File: config.mk
export PLATFORM = sky130hd
export DESIGN_NAME = ps2_host_tx_flat
export DESIGN_NICKNAME = d
export VERILOG_FILES = /design/src/rtl/ps2_host_tx_if.sv /design/src/rtl/ps2_host_tx.sv /design/src/flat_wrapper.sv
export SDC_FILE = /design/constraint.sdc
export NUM_CORES = 1
export LEC_CHECK = 0
export ABC_AREA = 1
export BUFFER_PORTS_ARGS = -buffer_cell sky130_fd_sc_hd__buf_2
export CAP_MARGIN = 20
export CORE_MARGIN = 5
export CORE_UTILIZATION = 60
export CTS_BUF_LIST = sky130_fd_sc_hd__clkbuf_4 sky130_fd_sc_hd__clkbuf_8
export DETAILED_ROUTE_END_ITERATION = 16
export PLACE_DENSITY = 0.83
export SLEW_MARGIN = 5
export SYNTH_ARGS = -nofsm -noshare
export SYNTH_HDL_FRONTEND = slang
export SYNTH_SLANG_ARGS = --single-unit
File: constraint.sdc
create_clock -name Clk -period 2.4 [get_ports Clk]
set_clock_uncertainty 0.1 [all_clocks]
set_input_delay 0.12 -clock Clk [delete_from_list [all_inputs] [get_ports Clk]]
set_output_delay 0.12 -clock Clk [all_outputs]
set_load 0.005 [all_outputs]
File: src/rtl/ps2_host_tx_if.sv
// Command-byte request/response bundle between a PS/2 host transmitter and its client.
interface ps2_host_tx_if;
    logic [7:0] tx_data;
    logic       tx_valid;
    logic       tx_ready;
    logic       busy;
    logic       done;
    logic       ack_err;
    logic       timeout;

    modport master (
        output tx_data, tx_valid,
        input  tx_ready, busy, done, ack_err, timeout
    );

    modport slave (
        input  tx_data, tx_valid,
        output tx_ready, busy, done, ack_err, timeout
    );
endinterface

File: src/rtl/ps2_host_tx.sv
// Host-to-device PS/2 transmitter: inhibit, request-to-send, shift 8 data + odd parity + stop
// on device clocks, then sample the device ACK. Lines are driven through open-drain pull-low enables.
module ps2_host_tx #(
    parameter int unsigned INHIBIT_CYCLES = 5000,
    parameter int unsigned TIMEOUT_CYCLES = 750000,
    parameter int unsigned CNT_W          = 20
) (
    input  logic         Clk,
    input  logic         Reset_n,
    input  logic         psClk_in,
    input  logic         psData_in,
    output logic         psClk_oe,
    output logic         psData_oe,
    ps2_host_tx_if.slave tx
);

    localparam logic [CNT_W-1:0] INH_LAST = CNT_W'(INHIBIT_CYCLES - 1);
    localparam logic [CNT_W-1:0] TO_LAST  = CNT_W'(TIMEOUT_CYCLES - 1);

    typedef enum logic [2:0] {
        S_IDLE,
        S_INHIBIT,
        S_RTS,
        S_DATA,
        S_PARITY,
        S_STOP,
        S_ACK,
        S_WAIT_IDLE
    } state_e;

    state_e           state_q, state_d;
    logic [CNT_W-1:0] cnt_q, cnt_d, cnt_inc;
    logic [8:0]       shift_q, shift_d;
    logic [2:0]       idx_q, idx_d;
    logic             ack_q, ack_d;
    logic             clk_oe_q, clk_oe_d;
    logic             dat_oe_q, dat_oe_d;
    logic             ready_q, ready_d;
    logic             busy_q, busy_d;
    logic             done_q, done_d;
    logic             ack_err_q, ack_err_d;
    logic             timeout_q, timeout_d;

    logic [1:0]       clk_sync_q, dat_sync_q;
    logic             clk_prev_q;
    logic             clk_s, dat_s, fall;

    // Synchronizers reset to the idle (released, high) bus level so no false fall follows reset.
    always_ff @(posedge Clk or negedge Reset_n) begin
        if (!Reset_n) begin
            clk_sync_q <= 2'b11;
            dat_sync_q <= 2'b11;
            clk_prev_q <= 1'b1;
        end else begin
            clk_sync_q <= {clk_sync_q[0], psClk_in};
            dat_sync_q <= {dat_sync_q[0], psData_in};
            clk_prev_q <= clk_sync_q[1];
        end
    end

    assign clk_s = clk_sync_q[1];
    assign dat_s = dat_sync_q[1];
    assign fall  = clk_prev_q & ~clk_s;

    always_ff @(posedge Clk or negedge Reset_n) begin
        if (!Reset_n) begin
            state_q   <= S_IDLE;
            cnt_q     <= '0;
            shift_q   <= '0;
            idx_q     <= '0;
            ack_q     <= 1'b0;
            clk_oe_q  <= 1'b0;
            dat_oe_q  <= 1'b0;
            ready_q   <= 1'b1;
            busy_q    <= 1'b0;
            done_q    <= 1'b0;
            ack_err_q <= 1'b0;
            timeout_q <= 1'b0;
        end else begin
            state_q   <= state_d;
            cnt_q     <= cnt_d;
            shift_q   <= shift_d;
            idx_q     <= idx_d;
            ack_q     <= ack_d;
            clk_oe_q  <= clk_oe_d;
            dat_oe_q  <= dat_oe_d;
            ready_q   <= ready_d;
            busy_q    <= busy_d;
            done_q    <= done_d;
            ack_err_q <= ack_err_d;
            timeout_q <= timeout_d;
        end
    end

    assign cnt_inc = (cnt_q == '1) ? cnt_q : cnt_q + CNT_W'(1);

    always_comb begin
        state_d   = state_q;
        cnt_d     = cnt_q;
        shift_d   = shift_q;
        idx_d     = idx_q;
        ack_d     = ack_q;
        clk_oe_d  = clk_oe_q;
        dat_oe_d  = dat_oe_q;
        done_d    = 1'b0;
        ack_err_d = ack_err_q;
        timeout_d = timeout_q;

        unique case (state_q)
            S_IDLE: begin
                if (tx.tx_valid) begin
                    shift_d  = {~^tx.tx_data, tx.tx_data};
                    cnt_d    = '0;
                    idx_d    = '0;
                    clk_oe_d = 1'b1;
                    dat_oe_d = 1'b0;
                    state_d  = S_INHIBIT;
                end
            end
            S_INHIBIT: begin
                if (cnt_q == INH_LAST) begin
                    dat_oe_d = 1'b1;
                    cnt_d    = '0;
                    state_d  = S_RTS;
                end else begin
                    cnt_d = cnt_inc;
                end
            end
            S_RTS: begin
                // Release the clock; from here the counter measures the ACK timeout.
                clk_oe_d = 1'b0;
                dat_oe_d = 1'b1;
                cnt_d    = '0;
                idx_d    = '0;
                state_d  = S_DATA;
            end
            S_DATA: begin
                cnt_d = cnt_inc;
                if (fall) begin
                    dat_oe_d = ~shift_q[0];
                    shift_d  = {1'b0, shift_q[8:1]};
                    idx_d    = 3'(idx_q + 3'd1);
                    if (idx_q == 3'd7) state_d = S_PARITY;
                end
            end
            S_PARITY: begin
                cnt_d = cnt_inc;
                if (fall) begin
                    dat_oe_d = ~shift_q[0];
                    state_d  = S_STOP;
                end
            end
            S_STOP: begin
                cnt_d = cnt_inc;
                if (fall) begin
                    dat_oe_d = 1'b0;
                    state_d  = S_ACK;
                end
            end
            S_ACK: begin
                cnt_d = cnt_inc;
                if (fall) begin
                    ack_d   = dat_s;
                    state_d = S_WAIT_IDLE;
                end
            end
            S_WAIT_IDLE: begin
                cnt_d = cnt_inc;
                if (clk_s && dat_s) begin
                    done_d    = 1'b1;
                    ack_err_d = ack_q;
                    timeout_d = 1'b0;
                    state_d   = S_IDLE;
                end
            end
            default: state_d = S_IDLE;
        endcase

        // Device stalled somewhere between clock release and bus idle: give up and free the bus.
        if ((state_q inside {S_RTS, S_DATA, S_PARITY, S_STOP, S_ACK, S_WAIT_IDLE}) &&
            (cnt_q == TO_LAST)) begin
            clk_oe_d  = 1'b0;
            dat_oe_d  = 1'b0;
            done_d    = 1'b1;
            ack_err_d = 1'b0;
            timeout_d = 1'b1;
            state_d   = S_IDLE;
        end
    end

    assign ready_d = (state_d == S_IDLE);
    assign busy_d  = (state_d != S_IDLE);

    assign psClk_oe    = clk_oe_q;
    assign psData_oe   = dat_oe_q;
    assign tx.tx_ready = ready_q;
    assign tx.busy     = busy_q;
    assign tx.done     = done_q;
    assign tx.ack_err  = ack_err_q;
    assign tx.timeout  = timeout_q;

endmodule

File: src/flat_wrapper.sv
// flat-port wrapper written by rule: the top's interface ports become plain ports
module ps2_host_tx_flat 
#(
    parameter int unsigned INHIBIT_CYCLES = 5000,
    parameter int unsigned TIMEOUT_CYCLES = 750000,
    parameter int unsigned CNT_W          = 20
)
  (Clk, Reset_n, psClk_in, psData_in, psClk_oe, psData_oe, tx_tx_data, tx_tx_valid, tx_tx_ready, tx_busy, tx_done, tx_ack_err, tx_timeout);
  ps2_host_tx_if tx_i ();
  input  logic Clk;
  input  logic Reset_n;
  input  logic psClk_in;
  input  logic psData_in;
  output logic psClk_oe;
  output logic psData_oe;
  input wire logic [$bits(tx_i.tx_data)-1:0] tx_tx_data;
  input wire logic [$bits(tx_i.tx_valid)-1:0] tx_tx_valid;
  output wire logic [$bits(tx_i.tx_ready)-1:0] tx_tx_ready;
  output wire logic [$bits(tx_i.busy)-1:0] tx_busy;
  output wire logic [$bits(tx_i.done)-1:0] tx_done;
  output wire logic [$bits(tx_i.ack_err)-1:0] tx_ack_err;
  output wire logic [$bits(tx_i.timeout)-1:0] tx_timeout;
  assign tx_i.tx_data = tx_tx_data;
  assign tx_i.tx_valid = tx_tx_valid;
  assign tx_tx_ready = tx_i.tx_ready;
  assign tx_busy = tx_i.busy;
  assign tx_done = tx_i.done;
  assign tx_ack_err = tx_i.ack_err;
  assign tx_timeout = tx_i.timeout;
  ps2_host_tx #(.INHIBIT_CYCLES(INHIBIT_CYCLES), .TIMEOUT_CYCLES(TIMEOUT_CYCLES), .CNT_W(CNT_W)) u_core (.Clk(Clk), .Reset_n(Reset_n), .psClk_in(psClk_in), .psData_in(psData_in), .psClk_oe(psClk_oe), .psData_oe(psData_oe), .tx(tx_i));
endmodule
### Word level (Yosys, flattened, before mapping)

Cells that the tools add are included.

* multiplexer cells: 38
* add/sub/neg operators: 2
* reduce and logical (&&, ||, !) cells: 21
* bitwise gates (word level): 3
* equality and inequality tests: 17

Operators with widths (number)
* case mux 20 bit (4 select lines): 1
* 2-to-1 mux 20 bit: 3
* equality test 20 bit, second input constant: 2
* 2-to-1 mux 3 bit: 11
* case mux 3 bit (8 select lines): 1
* adder 20 x 1 -> 20 bit, second input constant: 1
* equality test 20 x 13 -> 1 bit, second input constant: 1
* 2-to-1 mux 9 bit: 2
* case mux 9 bit (2 select lines): 1
* 2-to-1 mux 1 bit: 16
* equality test 3 bit, second input constant: 5
* nonzero test 6 bit: 2
* case mux 3 bit (3 select lines): 1
* nonzero test 3 bit: 3
* XNOR reduction 8 bit: 1
* equality test 3 x 2 -> 1 bit, second input constant: 2
* logical NOT 3 bit: 2
* inequality test 3 x 1 -> 1 bit, second input constant: 2
* inequality test 3 x 2 -> 1 bit, second input constant: 2
* AND reduction 2 bit: 3
* AND reduction 3 bit: 2
* nonzero test 2 bit: 3
* case mux 1 bit (5 select lines): 1
* AND reduction 5 bit: 1
* 10 further kinds: 12

* register bits after elaboration: 48
* output and inout bits: 7
* bits of input ports: 13
* word-level logic and storage cells: 96

### Depth between registers and ports, before layout

Gate-level depths: netlist of run 1.

* word-level depth: 6
* mapped depth: 12
* gate-level depth less buffers: 11

### Worst setup path after synthesis of run 1

Ideal clock, no wire load.

* path type: flip-flop to flip-flop
* start: reg u_core.cnt_q[0]
* end: reg u_core.cnt_q[1]
* cell stages (with the launch flop): 11
* clock period less this slack: 1.657 ns
* buffers on the path: 0
* data arrival time: 1.435 ns
* required time: 2.177 ns
* slack: 0.743 ns
* setup time: 0.123 ns
* cell sequence: dfrtp_1 ha_1 nand2_1 nor2_1 nand2_1 nor2_2 nand3_1 nand2_1 nand2_1 o21ai_1 nor2_1

* cells in the longest elaborated chain, start to end: 4
* elaborated cells between the ends (all ways): 6
* those cells by class: add/sub: 1; eq/ne: 2; mux: 3

RTL lines
* start, declared: line ps2_host_tx.sv:32 `logic [CNT_W-1:0] cnt_q, cnt_d, cnt_inc;`
* start signal, assigned: line ps2_host_tx.sv:81 `cnt_q <= cnt_d;`
* adder 20 x 1 -> 20 bit / equality test 20 bit (equally long branches): line ps2_host_tx.sv:95 `assign cnt_inc = (cnt_q == '1) ? cnt_q : cnt_q + CNT_W'(1);`
* 2-to-1 mux 20 bit: line ps2_host_tx.sv:95
* 2-to-1 mux 20 bit: line ps2_host_tx.sv:121 `if (cnt_q == INH_LAST) begin`
* case mux 20 bit (4 select lines) *: line ps2_host_tx.sv:109 `unique case (state_q)`

Every way passes the cells marked *; elsewhere a longest branch is shown, timed or not.
A chain may end at the register's enable or synchronous reset.

### Final worst setup path of run 1

Same ends and word-level chain as after synthesis.

==> summary.txt, run 1 <==
Run status
  • Status: completed

STA
  • Hold slack: 0.0565 ns
  • Final Cycle Share: 81.6%
  • Setup TNS: 0 ns
  • Hold Fails Final Rpt: 0
  • Worst rel slew slack: 66.1%
  • F_max: 510 MHz
  • Actual slew at the worst max-slew pin: 0.507 ns
  • # setup viols final: 0
  • Tmin final: 1.96 ns
  • Final worst slack: 0.441 ns
  • RSZ-0062 raised after global routing: false
  • Count of pins over their slew limit: 0

Setup path
  • Critical-path maximum fanout: 6
  • CP Launch Type: register
  • Crit Path Category: register to register
  • WP data arrival: 2.05 ns
  • Worst r2r path cells: 10
  • Critical Path RT: 2.50 ns
  • Cells along the critical path: ha_1 > nand2_1 > nor2_1 > nand2_1 > nor2_2 > nand3_1 > nand2_1 > nand2_1 > o21ai_1 > nor2_1
  • R2r setup slk: 0.44 ns
  • FF-to-FF Start: u_core.cnt_q[0]
  • CP max-delay cell: dfrtp_1
  • FF-to-FF End: u_core.cnt_q[1]
  • Critical Path Max Stage Delay: 0.44 ns
  • CP endpoint kind: register
  • Most Frequent Cell on Critical Path: nand2_1

Synth
  • Area of the mapped netlist: 3130 um2
  • Avg Inst Size Synth: 6.90 um2
  • Post-synth top area share: 33.5%
  • Synth top area cells: dfrtp_1, nand2_1, nor2_1
  • Yosys cell types: 33
  • Synthesized flop and latch total: 48
  • Cell taking the most area after synthesis: dfrtp_1
  • Syn Inst Count: 454
  • Syn_nets: 470
  • Sequential element share of the synthesized area: 38.6%
  • Synth warn: 0

CTS
  • CTS tree: done
  • H-tree levels: 2
  • Root Driver: clkbuf_8
  • Cts repair resizes: 0
  • Post-CTS Setup Bufs: 0
  • TritonCTS Buffers: 5
  • Clock transition at path regs: 0.09 ns
  • Clk buf depth: 2
  • Sink Count: 48
  • Worst-skew pair later-pin latency: 0.31 ns

Routing
  • Average wire per standard cell: 13.0 um
  • Drt pass-1 iters: 5
  • WL final: 7130 um
  • # DRC: 0
  • Number of routed nets with antenna violations: 0
  • Via count: 2,920
  • DRT iter0 DRCs: 213
  • Vias per cell: 5.34

Global route
  • First-pass GRT wire length: 12,500 um
  • Largest net degree at the start of global routing: 46
  • Total congestion overflow: 0
  • Vias in the first global route: 2,792
  • Antenna violations before repair: 0
  • Tot GR Track Use: 23.8%

Flow run
  • Max Cap Viol: 0

Pwr
  • Lkg Pwr: 0.00181 uW
  • Power Density: 766 nW/um2
  • Max VDD drop: 0.000654 V

Layout
  • Layout cells sized above 1: 15.3%
  • Most common cell after layout, fill and taps aside: nand2_1
  • # fillers: 436
  • Layout area overhead: 10.6%
  • Final Util: 68.3%
  • Commonest cells after routing, fill and taps aside: nand2_1, nor2_1, inv_1, dfrtp_1, nand3_1
  • Antenna Cells: 0
  • Layout Nets: 492
  • Seq. cell area: 1210 um2
  • Multi-input gate area in the final layout: 1640 um2

Floorplanning
  • Die X: 82.3 um
  • Core ar.: 5070 um2
  • Die area: 6770 um2
  • Starting Density: 61.7%
  • FP Rows: 26
  • IO Count: 20
  • Die extent in y: 82.3 um

Placed design
  • Number of I/O port buffers: 19
  • Pre-CTS setup slack: 0.481 ns
  • Dpl hpwl: 5240 um
  • GP Congestion: 0.950

Min path
  • Worst hold path endpoint: u_core.shift_q[3]
  • Min-delay src: tx_tx_data[3]
  • Hold Crit Class: input pin to register
  • Hold path depth: 5
==> area by class of cell <==
cell class	instances	area share [%]
Timing Repair Buffer	27	5.06
Inverter	56	6.14
Sequential cell	48	34.9
Clock buffer	5	1.99
Multi-Input combinational cell	338	47.4
Tap cell	70	2.53
Clock inverter	3	1.99
==> per-stage QoR <==
| step | std cells | total power (uW) | instance area, um2 |
|---|---|---|---|
| 6_report | 547 | 2650 | 3460 |
| 4_1_cts | 546 | 2670 | 3440 |
| 2_1_floorplan | 454 | 1760 | 3130 |
| 5_1_grt | 547 | 2840 | 3460 |
| 3_5_place_dp | 535 | 1950 | 3280 |
| 3_3_place_gp | 535 | 1920 | 3280 |
==> what timing repair did <==
action	4_1_cts	5_1_grt
endpoints found under the setup margin	0	0
hold buffers	3	0
endpoints found under the hold margin	44	0
==> registers in the layout (all words and copies together), names as in the netlist <==
signal	count
u_core.tx.busy	1
u_core.dat_sync_q	2
u_core.tx.done	1
u_core.tx.timeout	1
u_core.psData_oe	1
u_core.clk_prev_q	1
u_core.ack_q	1
u_core.clk_sync_q	2
u_core.cnt_q	20
u_core.psClk_oe	1
u_core.shift_q	9
u_core.state_q	3
u_core.tx.tx_ready	1
u_core.tx.ack_err	1
u_core.idx_q	3
==> synth_stat cells (all sizes together) <==
| master | instances |
|---|---|
| a21oi | 3 |
| a31oi | 1 |
| and2 | 1 |
| buf | 7 |
| clkbuf | 5 |
| clkinv | 2 |
| dfrtp | 42 |
| dfstp | 6 |
| ha | 3 |
| inv | 54 |
| mux2 | 1 |
| nand2 | 157 |
| nand3 | 40 |
| nand3b | 2 |
| nand4 | 7 |
| nor2 | 61 |
| nor3 | 5 |
| o211ai | 1 |
| o21ai | 42 |
| xnor2 | 5 |
| xor2 | 9 |
==> per-layer routing <==
metal	GRT usage [%]	share of wire [%]	up-vias	routed length (um)
met5	0	0	-	0
met3	4.23	4.9	12	351
met4	8.80	1.8	0	127
met2	39.7	49	85	3490
met1	30.7	44	1354	3160
li1	-	-	1469	-
==> worst max path at each step <==
stage | start | end | slack [ns]
after global placement | u_core.state_q[2] | u_core.shift_q[7] | 0.56
final | u_core.cnt_q[0] | u_core.cnt_q[1] | 0.44
after CTS | u_core.cnt_q[0] | u_core.cnt_q[1] | 0.47
after detailed placement | u_core.cnt_q[0] | u_core.cnt_q[1] | 0.48
after global routing | u_core.cnt_q[0] | u_core.cnt_q[1] | 0.27
after floorplan | u_core.cnt_q[0] | u_core.cnt_q[1] | 0.74
==> where the power goes <==
| part | switching [uW] | internal (uW) | total [uW] |
|---|---|---|---|
| logic | 535 | 306 | 841 |
| registers | 127 | 979 | 1110 |
| clock network | 285 | 419 | 705 |
| total | 948 | 1700 | 2650 |
==> cell families after synthesis <==
family / after synthesis / synth area share (%)
buffers and inverters: 68 / 8.99
adder cells (fa/ha/maj): 3 / 1.20
flip-flops: 48 / 38.6
AND/OR/NAND/NOR: 273 / 38.3
AO/OA/AOI/OAI: 47 / 8.71
multiplexers: 1 / 0.359
XOR/XNOR: 14 / 3.91
==> critical path, delay by kind of cell, from the launching register on <==
family	cells	cell delay, ns
simple gates	8	0.98
flops	1	0.44
fa+ha+maj	1	0.25
compound gates	1	0.08
(Power assumes the default switching activity.)
==> run 2, diff against run 1 <==
==> constraint.sdc (replaced) <==
create_clock -name Clk -period 1.95 [get_ports Clk]
set_clock_uncertainty 0.1 [all_clocks]
set_input_delay 0.0975 -clock Clk [delete_from_list [all_inputs] [get_ports Clk]]
set_output_delay 0.0975 -clock Clk [all_outputs]
set_load 0.005 [all_outputs]
==> run 2 against run 1 <==
Hold slack got worse by 0.021 ns. Flip-flop and latch count did not move. Non-clock buffer count rose by 3. Power rose by 24%. Sequential power rose by 23%. Critical path type unchanged. Largest cell class unchanged.
==> summary.txt, run 2 (same netlist as run 1, synthesis figures left out) <==
Routing
  • # DRC: 0
  • Via count: 2,975
  • WL met3: 363 um
  • Post-Route M1 WL: 3170 um
  • Vias per cell: 5.41
  • Met2 WL: 3380 um
  • Average wire per standard cell: 12.9 um
  • Max layer used: met4
  • Drt pass-1 iters: 5
  • DRT iter0 DRCs: 272
  • Number of routed nets with antenna violations: 0
  • WL final: 7100 um

Flow run
  • Max Cap Viol: 0

Min path
  • Min-delay src: tx_tx_data[6]
  • Hold path depth: 5
  • Worst hold path endpoint: u_core.shift_q[6]
  • Hold Crit Class: input pin to register

Layout
  • Antenna Cells: 0
  • # fillers: 472
  • Layout cells sized above 1: 16.9%
  • Layout Nets: 495
  • Most common cell after layout, fill and taps aside: nand2_1
  • Top reg by flops: u_core.cnt_q
  • Commonest cells after routing, fill and taps aside: nand2_1, nor2_1, inv_1, dfrtp_1, nand3_1
  • Max FFs per register: 20
  • Seq. cell area: 1210 um2
  • Final Util: 68.7%
  • Multi-input gate area in the final layout: 1660 um2
  • Layout Cells excl Fill: 550
  • Design area: 3490 um2
  • Top Registers: u_core.cnt_q x20, u_core.shift_q x9
  • Layout area overhead: 11.3%

Global route
  • Antenna violations before repair: 0
  • Largest net degree at the start of global routing: 49
  • First-pass GRT wire length: 12,300 um
  • Tot GR Track Use: 23.6%
  • Total congestion overflow: 0
  • Vias in the first global route: 2,798

Floorplanning
  • Die X: 82.3 um
  • IO Count: 20
  • FP Rows: 26
  • Die area: 6770 um2
  • Die extent in y: 82.3 um
  • Core ar.: 5070 um2
  • Starting Density: 61.7%

Setup path
  • CP endpoint kind: register
  • FF-to-FF End: u_core.cnt_q[6]
  • Critical Path Max Stage Delay: 0.42 ns
  • Cells along the critical path: ha_2 > nand2_1 > nor2_2 > inv_2 > nor2_1 > xor2_1 > nand2_1 > o21ai_1 > o21ai_1
  • FF-to-FF Start: u_core.cnt_q[0]
  • Top delay family on crit path: simple AND/OR/NAND/NOR gates
  • Critical Path RT: 2.04 ns
  • Worst Path Buf+Inv: 1
  • CP max-delay cell: dfrtp_2
  • WP data arrival: 1.95 ns
  • R2r setup slk: 0.09 ns
  • Critical-path maximum fanout: 6
  • Crit Path Category: register to register
  • CP Launch Type: register
  • Worst r2r path cells: 9

CTS
  • Root Driver: clkbuf_8
  • Sink Count: 48
  • Worst-skew pair later-pin latency: 0.30 ns
  • Clock transition at path regs: 0.09 ns
  • Clk buf depth: 2
  • CTS tree: done
  • TritonCTS Buffers: 5
  • H-tree levels: 2

Placed design
  • Pre-CTS setup slack: 0.0863 ns
  • Placed insts: 539
  • Number of I/O port buffers: 19
  • GP Congestion: 0.985
  • Post-Place Cell Area: 3310 um2
  • Dpl hpwl: 5200 um

Pwr
  • Max VDD drop: 0.000581 V
  • Power Density: 944 nW/um2
  • Lkg Pwr: 0.00182 uW

STA
  • Worst rel slew slack: 60.2%
  • Final worst slack: 0.0870 ns
  • Final Cycle Share: 95.5%
  • Count of pins over their slew limit: 0
  • # setup viols final: 0
  • Hold Fails Final Rpt: 0
  • Actual slew at the worst max-slew pin: 0.597 ns
  • Tmin final: 1.86 ns
  • F_max: 537 MHz

Run status
  • Status: completed
run 2: worst register-to-register path, delay by kind of cell (launching register included):
kind,cells,cell delay [ns]
fa+ha+maj,1,0.22
simple gates,4,0.55
xor+xnor,1,0.23
compound gates,2,0.16
flops,1,0.42
buf+inv,1,0.08
run 2: timing repair:
action	in CTS	in global routing
hold endpoints to repair	44	0
setup endpoints to repair	0	15
hold buffers	3	0
setup buffers	0	0
gates resized for setup	0	5
run 2: how the worst max path moves through the flow:
| stage | from | endpoint | slack, ns | cells after the start |
|---|---|---|---|---|
| after floorplan | u_core.cnt_q[0] | u_core.cnt_q[1] | 0.29 | 10 |
| after global placement | u_core.cnt_q[0] | u_core.cnt_q[1] | 0.15 | 10 |
| after detailed placement | u_core.cnt_q[0] | u_core.cnt_q[1] | 0.09 | 10 |
| after CTS | u_core.cnt_q[0] | u_core.cnt_q[1] | 0.07 | 10 |
| after global routing | u_core.cnt_q[0] | u_core.cnt_q[1] | -0.02 | 10 |
| final | u_core.cnt_q[0] | u_core.cnt_q[6] | 0.09 | 9 |
run 2: per-stage QoR:
step / setup TNS (ns) / power [uW] / hold slack [ns]
floorplan: 0 / 2170 / -0.298
global placement: 0 / 2390 / 0.103
detailed placement: 0 / 2420 / 0.104
CTS: 0 / 3310 / 0.0270
global route: -0.0950 / 3520 / 0.0527
finish: 0 / 3290 / 0.0352
run 2: cell type report:
type | instances | share of cell area (%)
clock inverter | 3 | 1.97
tap | 70 | 2.51
inverter | 56 | 6.10
sequential | 48 | 34.7
multi-input combinational | 338 | 47.5
timing repair buffer | 30 | 5.31
clock buffer | 5 | 1.97
run 2: layer usage:
layer	track usage (%)	vias to the layer above
met3	4.34	23
met4	9.47	0
met2	38.6	98
met1	30.8	1376
li1	-	1478
met5	0	-
run 2: where the power goes:
part	internal (uW)	total [uW]	leakage [uW]	switching [uW]
Clock	516	863	0.0000687	347
Sequential	1210	1360	0.000616	153
Combinational	388	1070	0.00113	679
Total	2110	3290	0.00182	1180
==> run 3, diff against run 2 <==
==> constraint.sdc (replaced) <==
create_clock -name Clk -period 1.95 [get_ports Clk]
set_clock_uncertainty 0.1 [all_clocks]
set_input_delay 0.39 -clock Clk [delete_from_list [all_inputs] [get_ports Clk]]
set_output_delay 0.39 -clock Clk [all_outputs]
set_load 0.005 [all_outputs]
==> run 3 against run 2 <==
Register-to-register slack improved by 0.08 ns. Critical path type unchanged. Sequential share of layout area increased by 0.34 points. Routed wire length decreased by 1.0%. Critical endpoint is now u_core.cnt_q[1]. Largest power group unchanged. Core utilization decreased by 0.67 points.
==> summary.txt, run 3 (same netlist as run 1, synthesis figures left out) <==
Layout
  • Max FFs per register: 20
  • Top Registers: u_core.cnt_q x20, u_core.shift_q x9
  • Most common cell after layout, fill and taps aside: nand2_1
  • Antenna Cells: 0
  • Layout cells sized above 1: 17.1%
  • # fillers: 455
  • Layout Nets: 494
  • Top reg by flops: u_core.cnt_q
  • Layout area overhead: 10.3%
  • Commonest cells after routing, fill and taps aside: nand2_1, nor2_1, inv_1, dfrtp_1, nand3_1

Routing
  • # DRC: 0
  • Vias per cell: 5.36
  • Number of routed nets with antenna violations: 0
  • Drt pass-1 iters: 5
  • Via count: 2,943
  • DRT iter0 DRCs: 196
  • WL final: 7030 um
  • Average wire per standard cell: 12.8 um

Floorplanning
  • Die X: 82.3 um
  • FP Rows: 26
  • IO Count: 20
  • Core ar.: 5070 um2
  • Die area: 6770 um2
  • Die extent in y: 82.3 um
  • Starting Density: 61.7%

STA
  • Setup TNS: 0 ns
  • Final Cycle Share: 91.5%
  • Final worst slack: 0.166 ns
  • Count of pins over their slew limit: 0
  • Actual slew at the worst max-slew pin: 0.545 ns
  • F_max: 561 MHz
  • Hold Fails Final Rpt: 0
  • Worst rel slew slack: 63.6%
  • # setup viols final: 0
  • Tmin final: 1.78 ns

Setup path
  • Critical-path maximum fanout: 6
  • CP Launch Type: register
  • Critical Path Max Stage Delay: 0.41 ns
  • Crit Path Category: register to register
  • Critical Path RT: 2.03 ns
  • WP data arrival: 1.87 ns
  • CP max-delay cell: dfrtp_2
  • Most Frequent Cell on Critical Path: nand2_1
  • Cells along the critical path: ha_1 > nand2_1 > inv_1 > nand2_1 > nor3_1 > nand3_1 > a21oi_1 > nor2_1
  • Top delay family on crit path: simple AND/OR/NAND/NOR gates
  • CP endpoint kind: register
  • Worst Path Buf+Inv: 1

CTS
  • Worst-skew pair later-pin latency: 0.30 ns
  • Clk buf depth: 2
  • CTS tree: done
  • Sink Count: 48
  • H-tree levels: 2
  • TritonCTS Buffers: 5
  • Root Driver: clkbuf_8
  • Clock transition at path regs: 0.09 ns

Min path
  • Hold Crit Class: input pin to register

Placed design
  • Number of I/O port buffers: 19
  • Dpl hpwl: 5380 um
  • Pre-CTS setup slack: 0.0831 ns
  • GP Congestion: 0.982

Pwr
  • Lkg Pwr: 0.00180 uW
  • Max VDD drop: 0.000677 V
  • Power Density: 880 nW/um2

Global route
  • Largest net degree at the start of global routing: 27
  • Total congestion overflow: 0
  • Tot GR Track Use: 23.6%
  • Antenna violations before repair: 0
  • Vias in the first global route: 2,816
  • First-pass GRT wire length: 12,400 um

Run status
  • Status: completed

Flow run
  • Max Cap Viol: 0
-- run 3: timing repair --
action	CTS	global route
gates resized for setup	0	6
hold buffers	1	0
buffers inserted	0	2
endpoints found under the hold margin	17	0
setup endpoints to repair	0	10
-- run 3: worst reg2reg max path, stage by stage (launching register included) --
cell and delay, ns:
dfrtp_2 0.41, ha_1 0.22, nand2_1 0.10, inv_1 0.12, nand2_1 0.08, nor3_1 0.13, nand3_1 0.14, a21oi_1 0.28
nor2_1 0.08
-- run 3: per-stage QoR --
step / utilization [%] / hold WS (ns) / std cells / area (um2) / power, uW
2_1_floorplan: - / -0.00559 / 454 / 3130 / 2170
3_3_place_gp: 65.3 / 0.245 / 538 / 3310 / 2380
3_5_place_dp: 65.3 / 0.249 / 538 / 3310 / 2420
4_1_cts: 67.4 / 0.0747 / 547 / 3420 / 3060
5_1_grt: 68.1 / 0.0654 / 549 / 3450 / 3280
6_report: 68.1 / 0.0799 / 549 / 3450 / 3040
-- run 3: final cells by class --
type                            count  area [um2]  share of cell area (%)
Clock inverter                      1        8.76                   0.254
Clock buffer                        7        90.1                    2.61
Multi-Input combinational cell    338        1660                    48.1
Timing Repair Buffer               29         185                    5.36
Tap cell                           70        87.6                    2.54
Inverter                           56         213                    6.16
Sequential cell                    48        1210                    35.0
-- run 3: metal layers --
| layer | GRT usage, % | up-vias | share of wire, % |
|---|---|---|---|
| met4 | 8.47 | 0 | 2.2 |
| met1 | 29.6 | 1344 | 43 |
| met5 | 0 | - | 0 |
| li1 | - | 1475 | - |
| met3 | 4.66 | 22 | 5.4 |
| met2 | 40.1 | 102 | 49 |
-- run 3: where the power goes --
group / leakage (uW) / switching (uW) / internal, uW
Clock: 0.0000519 / 328 / 305
Combinational: 0.00113 / 655 / 379
Sequential: 0.000616 / 163 / 1210
-- run 3: path summary, 6_finish.rpt --
path / startpoint / to / slack, ns / cells past startpoint
min in group asynchronous: Reset_n / u_core.cnt_q[13] / 0.50 / 2
max in group asynchronous: Reset_n / u_core.clk_sync_q[0] / 0.65 / 3
min: psClk_in / u_core.clk_sync_q[0] / 0.08 / 1
max reg2reg: u_core.cnt_q[0] / u_core.cnt_q[1] / 0.17 / 8
max: u_core.cnt_q[0] / u_core.cnt_q[1] / 0.17 / 8
min reg2reg: u_core.clk_sync_q[0] / u_core.clk_sync_q[1] / 0.26 / 0
